==> config.mk <==
export PLATFORM = sky130hd
export DESIGN_NAME = dec_scan_nx2n
export DESIGN_NICKNAME = d
export VERILOG_FILES = /design/src/rtl/dec_scan_nx2n.sv
export SDC_FILE = /design/constraint.sdc
export NUM_CORES = 1
export LEC_CHECK = 0
export CAP_MARGIN = 0
export CORE_MARGIN = 3
export CORE_UTILIZATION = 47
export CTS_CLUSTER_DIAMETER = 50
export CTS_CLUSTER_SIZE = 20
export DETAILED_ROUTE_END_ITERATION = 10
export GPL_TIMING_DRIVEN = 0
export PLACE_DENSITY = 0.77
export SLEW_MARGIN = 20
export SYNTH_ARGS = -nofsm -noshare
export SYNTH_HDL_FRONTEND = slang
export SYNTH_SLANG_ARGS = --single-unit
==> constraint.sdc <==
create_clock -name clk -period 3.62 [get_ports clk]
set_clock_uncertainty 0.15 [all_clocks]
set_input_delay 1.086 -clock clk [delete_from_list [all_inputs] [get_ports clk]]
set_output_delay 1.086 -clock clk [all_outputs]
set_load 0.02 [all_outputs]
==> src/rtl/dec_scan_nx2n.sv <==
// N-to-2^N one-hot decoder with registered complementary outputs, active-low
// enable and a SCAN mode that sweeps the code with a programmable dwell.
module dec_scan_nx2n #(
  parameter int N  = 3,
  parameter int DW = 8
) (
  input  logic              clk,
  input  logic              rst_n,
  input  logic              en_n,
  input  logic              mode,
  input  logic [N-1:0]      in,
  input  logic [DW-1:0]     dwell,
  output logic [(1<<N)-1:0] y,
  output logic [(1<<N)-1:0] y_n,
  output logic [N-1:0]      code,
  output logic              wrap
);

  localparam int W = 1 << N;

  typedef enum logic [1:0] {
    IDLE   = 2'd0,
    DIRECT = 2'd1,
    SCAN   = 2'd2
  } state_t;

  state_t          state_q, state_d;
  logic [W-1:0]    y_q, y_d;
  logic [W-1:0]    y_n_q, y_n_d;
  logic [N-1:0]    code_q, code_d;
  logic [DW-1:0]   cnt_q, cnt_d;
  logic            wrap_q, wrap_d;

  always_ff @(posedge clk) begin
    if (!rst_n) begin
      state_q <= IDLE;
      y_q     <= '0;
      y_n_q   <= '1;
      code_q  <= '0;
      cnt_q   <= '0;
      wrap_q  <= 1'b0;
    end else begin
      state_q <= state_d;
      y_q     <= y_d;
      y_n_q   <= y_n_d;
      code_q  <= code_d;
      cnt_q   <= cnt_d;
      wrap_q  <= wrap_d;
    end
  end

  // The enable is tested before in is looked at, so X on in while disabled
  // never reaches the registers.
  always_comb begin
    state_d = state_q;
    code_d  = code_q;
    cnt_d   = cnt_q;
    wrap_d  = 1'b0;
    y_d     = '0;

    if (en_n) begin
      state_d = IDLE;
    end else if (!mode) begin
      state_d = DIRECT;
      code_d  = in;
      y_d     = {{(W-1){1'b0}}, 1'b1} << in;
    end else begin
      state_d = SCAN;
      if (state_q != SCAN) begin
        code_d = in;
        cnt_d  = '0;
      end else if (cnt_q >= dwell) begin
        code_d = N'(code_q + 1'b1);
        cnt_d  = '0;
        wrap_d = (code_q == {N{1'b1}});
      end else begin
        cnt_d = DW'(cnt_q + 1'b1);
      end
      y_d = {{(W-1){1'b0}}, 1'b1} << code_d;
    end

    y_n_d = ~y_d;
  end

  assign y    = y_q;
  assign y_n  = y_n_q;
  assign code = code_q;
  assign wrap = wrap_q;

endmodule

==> flow_summary.toml, run 1 <==
[status]
outcome = "finished clean"

[timing]
slew_viol_final = 0
fin_crit_sh = 0.947
grt_setup_unrepaired = "no"
tns_ps = 0
slew_headroom = 0.565
tightestPinTransition_ps = 652
setup_viol = 0
hold_violations = 0
fmax_ghz = 0.292
finalCriticalPeriod_ps = 3430

[die]
num_rows = 18
ios = 35
fp.dieH_um = 59.5
die-area_mm2 = 0.00354
initial_utilization = 0.519
core_area_mm2 = 0.00259
fp.dieW_um = 59.5

[detailed_routing]
first_pass_iters = 4
antenna_left = 0
route.detailed.drc = 0
top_layer_used = "met4"
drt_iter0_drc = 19
num_vias = 1104
wl_met2_mm = 1.36
wl_met3_um = 144
wl_met1_mm = 1.23
wl_per_cell_um = 13.7
drt-total-wl_mm = 2.82
vias_per_cell = 5.36

[clocking]
clockRootBuffer = "clkbuf_4"
cts_tree = "done"
clock-sinks = 30
clk_pin_slew_ps = 100
postCtsHoldBufs = 0
post_cts_resized = 0
post_cts_buffers = 0
htree_levels = 2
insertion_delay_ps = 340
cts-buffers-inserted = 5
cts.path.max_buffers = 2

[synthesis]
synth_compound_area_frac = 0.159
synth_edf_count = 0
synth_xor_xnor_area_share = 0.0456
synth.area.mux_share = 0.00744
synth_top_family_by_area = "simple AND/OR/NAND/NOR gates"
synthSimpleGateAreaFrac = 0.203
netlist_top_cells_area = "dfxtp_1 (45%), ha_1 (10%), xor2_1 (3.9%), inv_1 (3.1%), nand3_1 (3.0%)"
synthAdderAreaFrac = 0.102
ys_types = 40
ys_seq_area_frac = 0.447
synth_cells = 134
netlist.area_leader.share = 0.447
ys.flop_type = "dfxtp_1"
synth_fp_nets = 160
synth.cell_area_mm2 = 0.00135
syn_area_per_cell_um2 = 10.0
yosysTopAreaCell = "dfxtp_1"
ys_async_sr_fraction = 0
ys_seq_elements = 30
synthesis.yosys.warnings = 0

[placed_design]
place_congestion = 0.798
hpwl_mm = 2.19
dpl_cell_area_mm2 = 0.00172
portBuffers = 34
place_inst = 198

[grt]
grt_pass1_wl_mm = 4.73
grt_max_degree = 11
grt_pass1_vias = 1125
grt_usage = 0.182
antenna_found_initial = 0
grt-ovfl-total = 0

[flow_run]
drv_cap = 0

[critical_path]
end_kind = "flip-flop"
cp_max_fo = 8
crit_type = "input port to flip-flop"
required_ps = 3690
cp-start-kind = "input port"
arrival_ps = 3500
r2r_setup_slack_ps = 1060

[min_path]
hp-class = "flip-flop to flip-flop"

[cells_and_area]
final_area_mm2 = 0.00179
drive_gt1_frac = 0.102
nets = 201
area_growth_pct = 32.8
fin_cells = 206
antenna_cells = 0

[power_and_ir_drop]
vdd_drop_max_mv = 0.328
p_total_uw = 639
p_leak_nw = 0.728
power_density_mw_per_mm2 = 358
## power breakdown
group	internal (mW)	leakage (nW)	switching, mW	total, mW
Sequential	0.338	0.244	0.00571	0.343
Clock	0.0932	0.0343	0.121	0.214
Combinational	0.0405	0.450	0.0411	0.0816
Total	0.471	0.728	0.168	0.639
## area by class of cell
type	instances	area, um2
Clock buffer	6	51.3
Fill cell	199	803
Clock inverter	2	12.5
Buffer	2	7.51
Tap cell	30	37.5
Inverter	11	41.3
Timing Repair Buffer	34	340
Multi-Input combinational cell	91	696
Sequential cell	30	601
## cells in the final DEF, fill, tap and decap left out, types with 2 or more instances in the layout
| cell | instances |
|---|---|
| xor2_1 | 6 |
| a211oi_2 | 3 |
| nand3_1 | 8 |
| dfxtp_1 | 30 |
| clkdlybuf4s50_1 | 34 |
| nor2b_1 | 2 |
| clkbuf_4 | 5 |
| and3_1 | 5 |
| inv_1 | 11 |
| nor2_1 | 10 |
| nand4_1 | 2 |
| nor4_1 | 2 |
| o21ai_0 | 3 |
| nand2_1 | 5 |
| nor3_1 | 5 |
| clkbuf_1 | 2 |
| or3_1 | 4 |
| o311ai_2 | 2 |
| ha_1 | 11 |
## registers in the layout, summed over array words and instances (netlist names)
register,count
code,3
y,8
cnt_q,8
y_n,8
state_q,2
wrap,1
## routing by layer
metal  track usage  up-vias
li1              -      571
met1         0.202      498
met2         0.317       26
met3        0.0414        9
met4         0.104        0
met5             0        -
## worst max-delay path, cell delays in order
cell,delay [ps]
clkdlybuf4s50_1,460
inv_1,40
ha_1,320
and2_4,180
a221o_1,400
or4_4,530
o311a_4,160
or3_1,320
## kinds of logic (layout without fill, tap and decap cells)
kind of cell | after synthesis | in the layout
fa+ha+maj | 11 | 11
mux | 1 | 1
flops | 30 | 30
xor+xnor | 7 | 7
buf+inv | 13 | 55
compound gates | 22 | 22
simple gates | 50 | 50
## metrics by stage
step | hold WS [ps] | utilization | setup WS, ps
after global placement | 366 | 0.665 | -121
final | 381 | 0.690 | 191
after global routing | 429 | 0.690 | 47.0
after CTS | 383 | 0.690 | 204
after detailed placement | 355 | 0.665 | -151
after floorplan | 333 | - | 448
## synthesized netlist by cell type, drive strengths merged, types with 4 or more instances
cell and count:
nor3 5, or3 4, o21ai 4, inv 11, nor2 10, dfxtp 30, ha 11, xor2 6
nand2 5, and3 5, nand3 8, a211oi 4
## final timing paths
path | from | cells past startpoint | to
setup / recovery | dwell[7] | 8 | y_n[0]$_SDFF_PN1_
hold / removal | cnt_q[7]$_SDFFE_PN0P_ | 2 | cnt_q[7]$_SDFFE_PN0P_
setup reg to reg | cnt_q[0]$_SDFFE_PN0P_ | 7 | y[5]$_SDFF_PN0_
hold reg to reg | cnt_q[7]$_SDFFE_PN0P_ | 2 | cnt_q[7]$_SDFFE_PN0P_
Power figures use the tool's default switching activity.
==> inputs of run 2 (changes only) <==
- PLACE_DENSITY: 0.77 -> 0.81
==> run 2 against run 1 <==
Against the previous run:
- maximum frequency down 0.60%
- critical endpoint unchanged
- register-to-register slack about the same
- die area stayed put
- critical path depth stayed put
- largest power group unchanged
- sequential share of layout area fell by 0.33 points
- combinational power barely moved
- final cell count shrank 0.49%
- core utilization increased by 0.68 points
- clock-buffer cell count did not move
==> flow_summary.toml, run 2 (same netlist as run 1, synthesis figures left out) <==
[status]
outcome = "finished clean"

[cells_and_area]
nets = 201
antenna_cells = 0
final_area_mm2 = 0.00180
final_common_cell = "clkdlybuf4s50_1"
final_cell_mix = "clkdlybuf4s50_1 (34), dfxtp_1 (30), inv_1 (11), ha_1 (11), nor2_1 (10)"
drive_gt1_frac = 0.0971
fin_cells = 205
nFillCells = 206
area_growth_pct = 34.1

[die]
initial_utilization = 0.519
die-area_mm2 = 0.00354
core_area_mm2 = 0.00259
num_rows = 18
fp.dieH_um = 59.5
fp.dieW_um = 59.5
ios = 35

[detailed_routing]
first_pass_iters = 4
drt_iter0_drc = 18
wl_per_cell_um = 13.7
vias_per_cell = 5.42
num_vias = 1111
drt-total-wl_mm = 2.82
antenna_left = 0
route.detailed.drc = 0

[timing]
setup_viol = 0
grt_setup_unrepaired = "no"
tightestPinTransition_ps = 606
slew_viol_final = 0
hold_violations = 0
slew_headroom = 0.595
finalCriticalPeriod_ps = 3450
fin_crit_sh = 0.953
tns_ps = 0
fmax_ghz = 0.290

[clocking]
clock-sinks = 30
postCtsHoldBufs = 0
cts.path.max_buffers = 2
cts_tree = "done"
insertion_delay_ps = 320
clockRootBuffer = "clkbuf_4"
clk_pin_slew_ps = 90
post_cts_resized = 0
post_cts_buffers = 0
htree_levels = 2
cts-buffers-inserted = 5

[grt]
grt_max_degree = 11
grt_pass1_wl_mm = 4.73
grt_usage = 0.178
grt_pass1_vias = 1107
antenna_found_initial = 0
grt-ovfl-total = 0

[critical_path]
required_ps = 3670
cp-start-kind = "input port"
crit_path_max_incr_delay_ps = 530
r2r_setup_slack_ps = 1070
end_kind = "flip-flop"
cp_max_fo = 8
slowest_stage = "or4_4"
crit_type = "input port to flip-flop"
arrival_ps = 3500
path_buf_inv = 2
critPathTopFamily = "simple AND/OR/NAND/NOR gates"
path_cells = "clkdlybuf4s50_1 -> inv_1 -> ha_1 -> and2_4 -> a221o_1 -> or4_4 -> o311a_4 -> or3_1"

[power_and_ir_drop]
power_density_mw_per_mm2 = 386
vdd_drop_max_mv = 0.376
p_leak_nw = 0.738

[placed_design]
dpl_cell_area_mm2 = 0.00172
place_inst = 198
place_congestion = 0.767
hpwl_mm = 2.16
portBuffers = 34

[min_path]
hp-class = "flip-flop to flip-flop"

[flow_run]
drv_cap = 0
-- run 2: layer usage --
layer,routed length [um],global-route usage
met1,1190,0.190
met2,1420,0.320
met3,165,0.0610
met4,46,0.0665
met5,0,0
-- run 2: worst min-delay path, stage by stage, from the launching register on --
cell,delay [ps]
dfxtp_1,350
nand3_1,90
o21ai_1,50
-- run 2: area by class of cell --
cell class              instances  area, um2  share of cell area
plain buffers                   2       7.51             0.00416
clock buffers                   6       51.3              0.0284
clock inverters                 1       30.0              0.0166
inverters                      11       41.3              0.0229
multi-input cells              91        696               0.386
flip-flops and latches         30        601               0.333
well taps                      30       37.5              0.0208
repair buffers                 34        340               0.189
-- run 2: where the power goes --
group | total, mW | switching [mW] | internal, mW
Combinational | 0.0813 | 0.0409 | 0.0405
Sequential | 0.343 | 0.00582 | 0.337
Clock | 0.271 | 0.111 | 0.161
-- run 2: path summary, 6_finish.rpt --
kind                         start              endpoint  cells past startpoint
max                       dwell[7]     y_n[0]$_SDFF_PN1_                      8
min           code[1]$_SDFFE_PN0N_  code[1]$_SDFFE_PN0N_                      2
max reg2reg  cnt_q[1]$_SDFFE_PN0P_     y_n[0]$_SDFF_PN1_                      6
min reg2reg   code[1]$_SDFFE_PN0N_  code[1]$_SDFFE_PN0N_                      2
-- run 2: stage by stage --
stage,util,power [mW],setup slack [ps],hold slack (ps)
2_1_floorplan,-,0.395,448,333
3_3_place_gp,0.665,0.430,-121,347
3_5_place_dp,0.665,0.433,-162,370
4_1_cts,0.697,0.702,172,385
5_1_grt,0.697,0.725,42.3,424
6_report,0.697,0.696,170,382
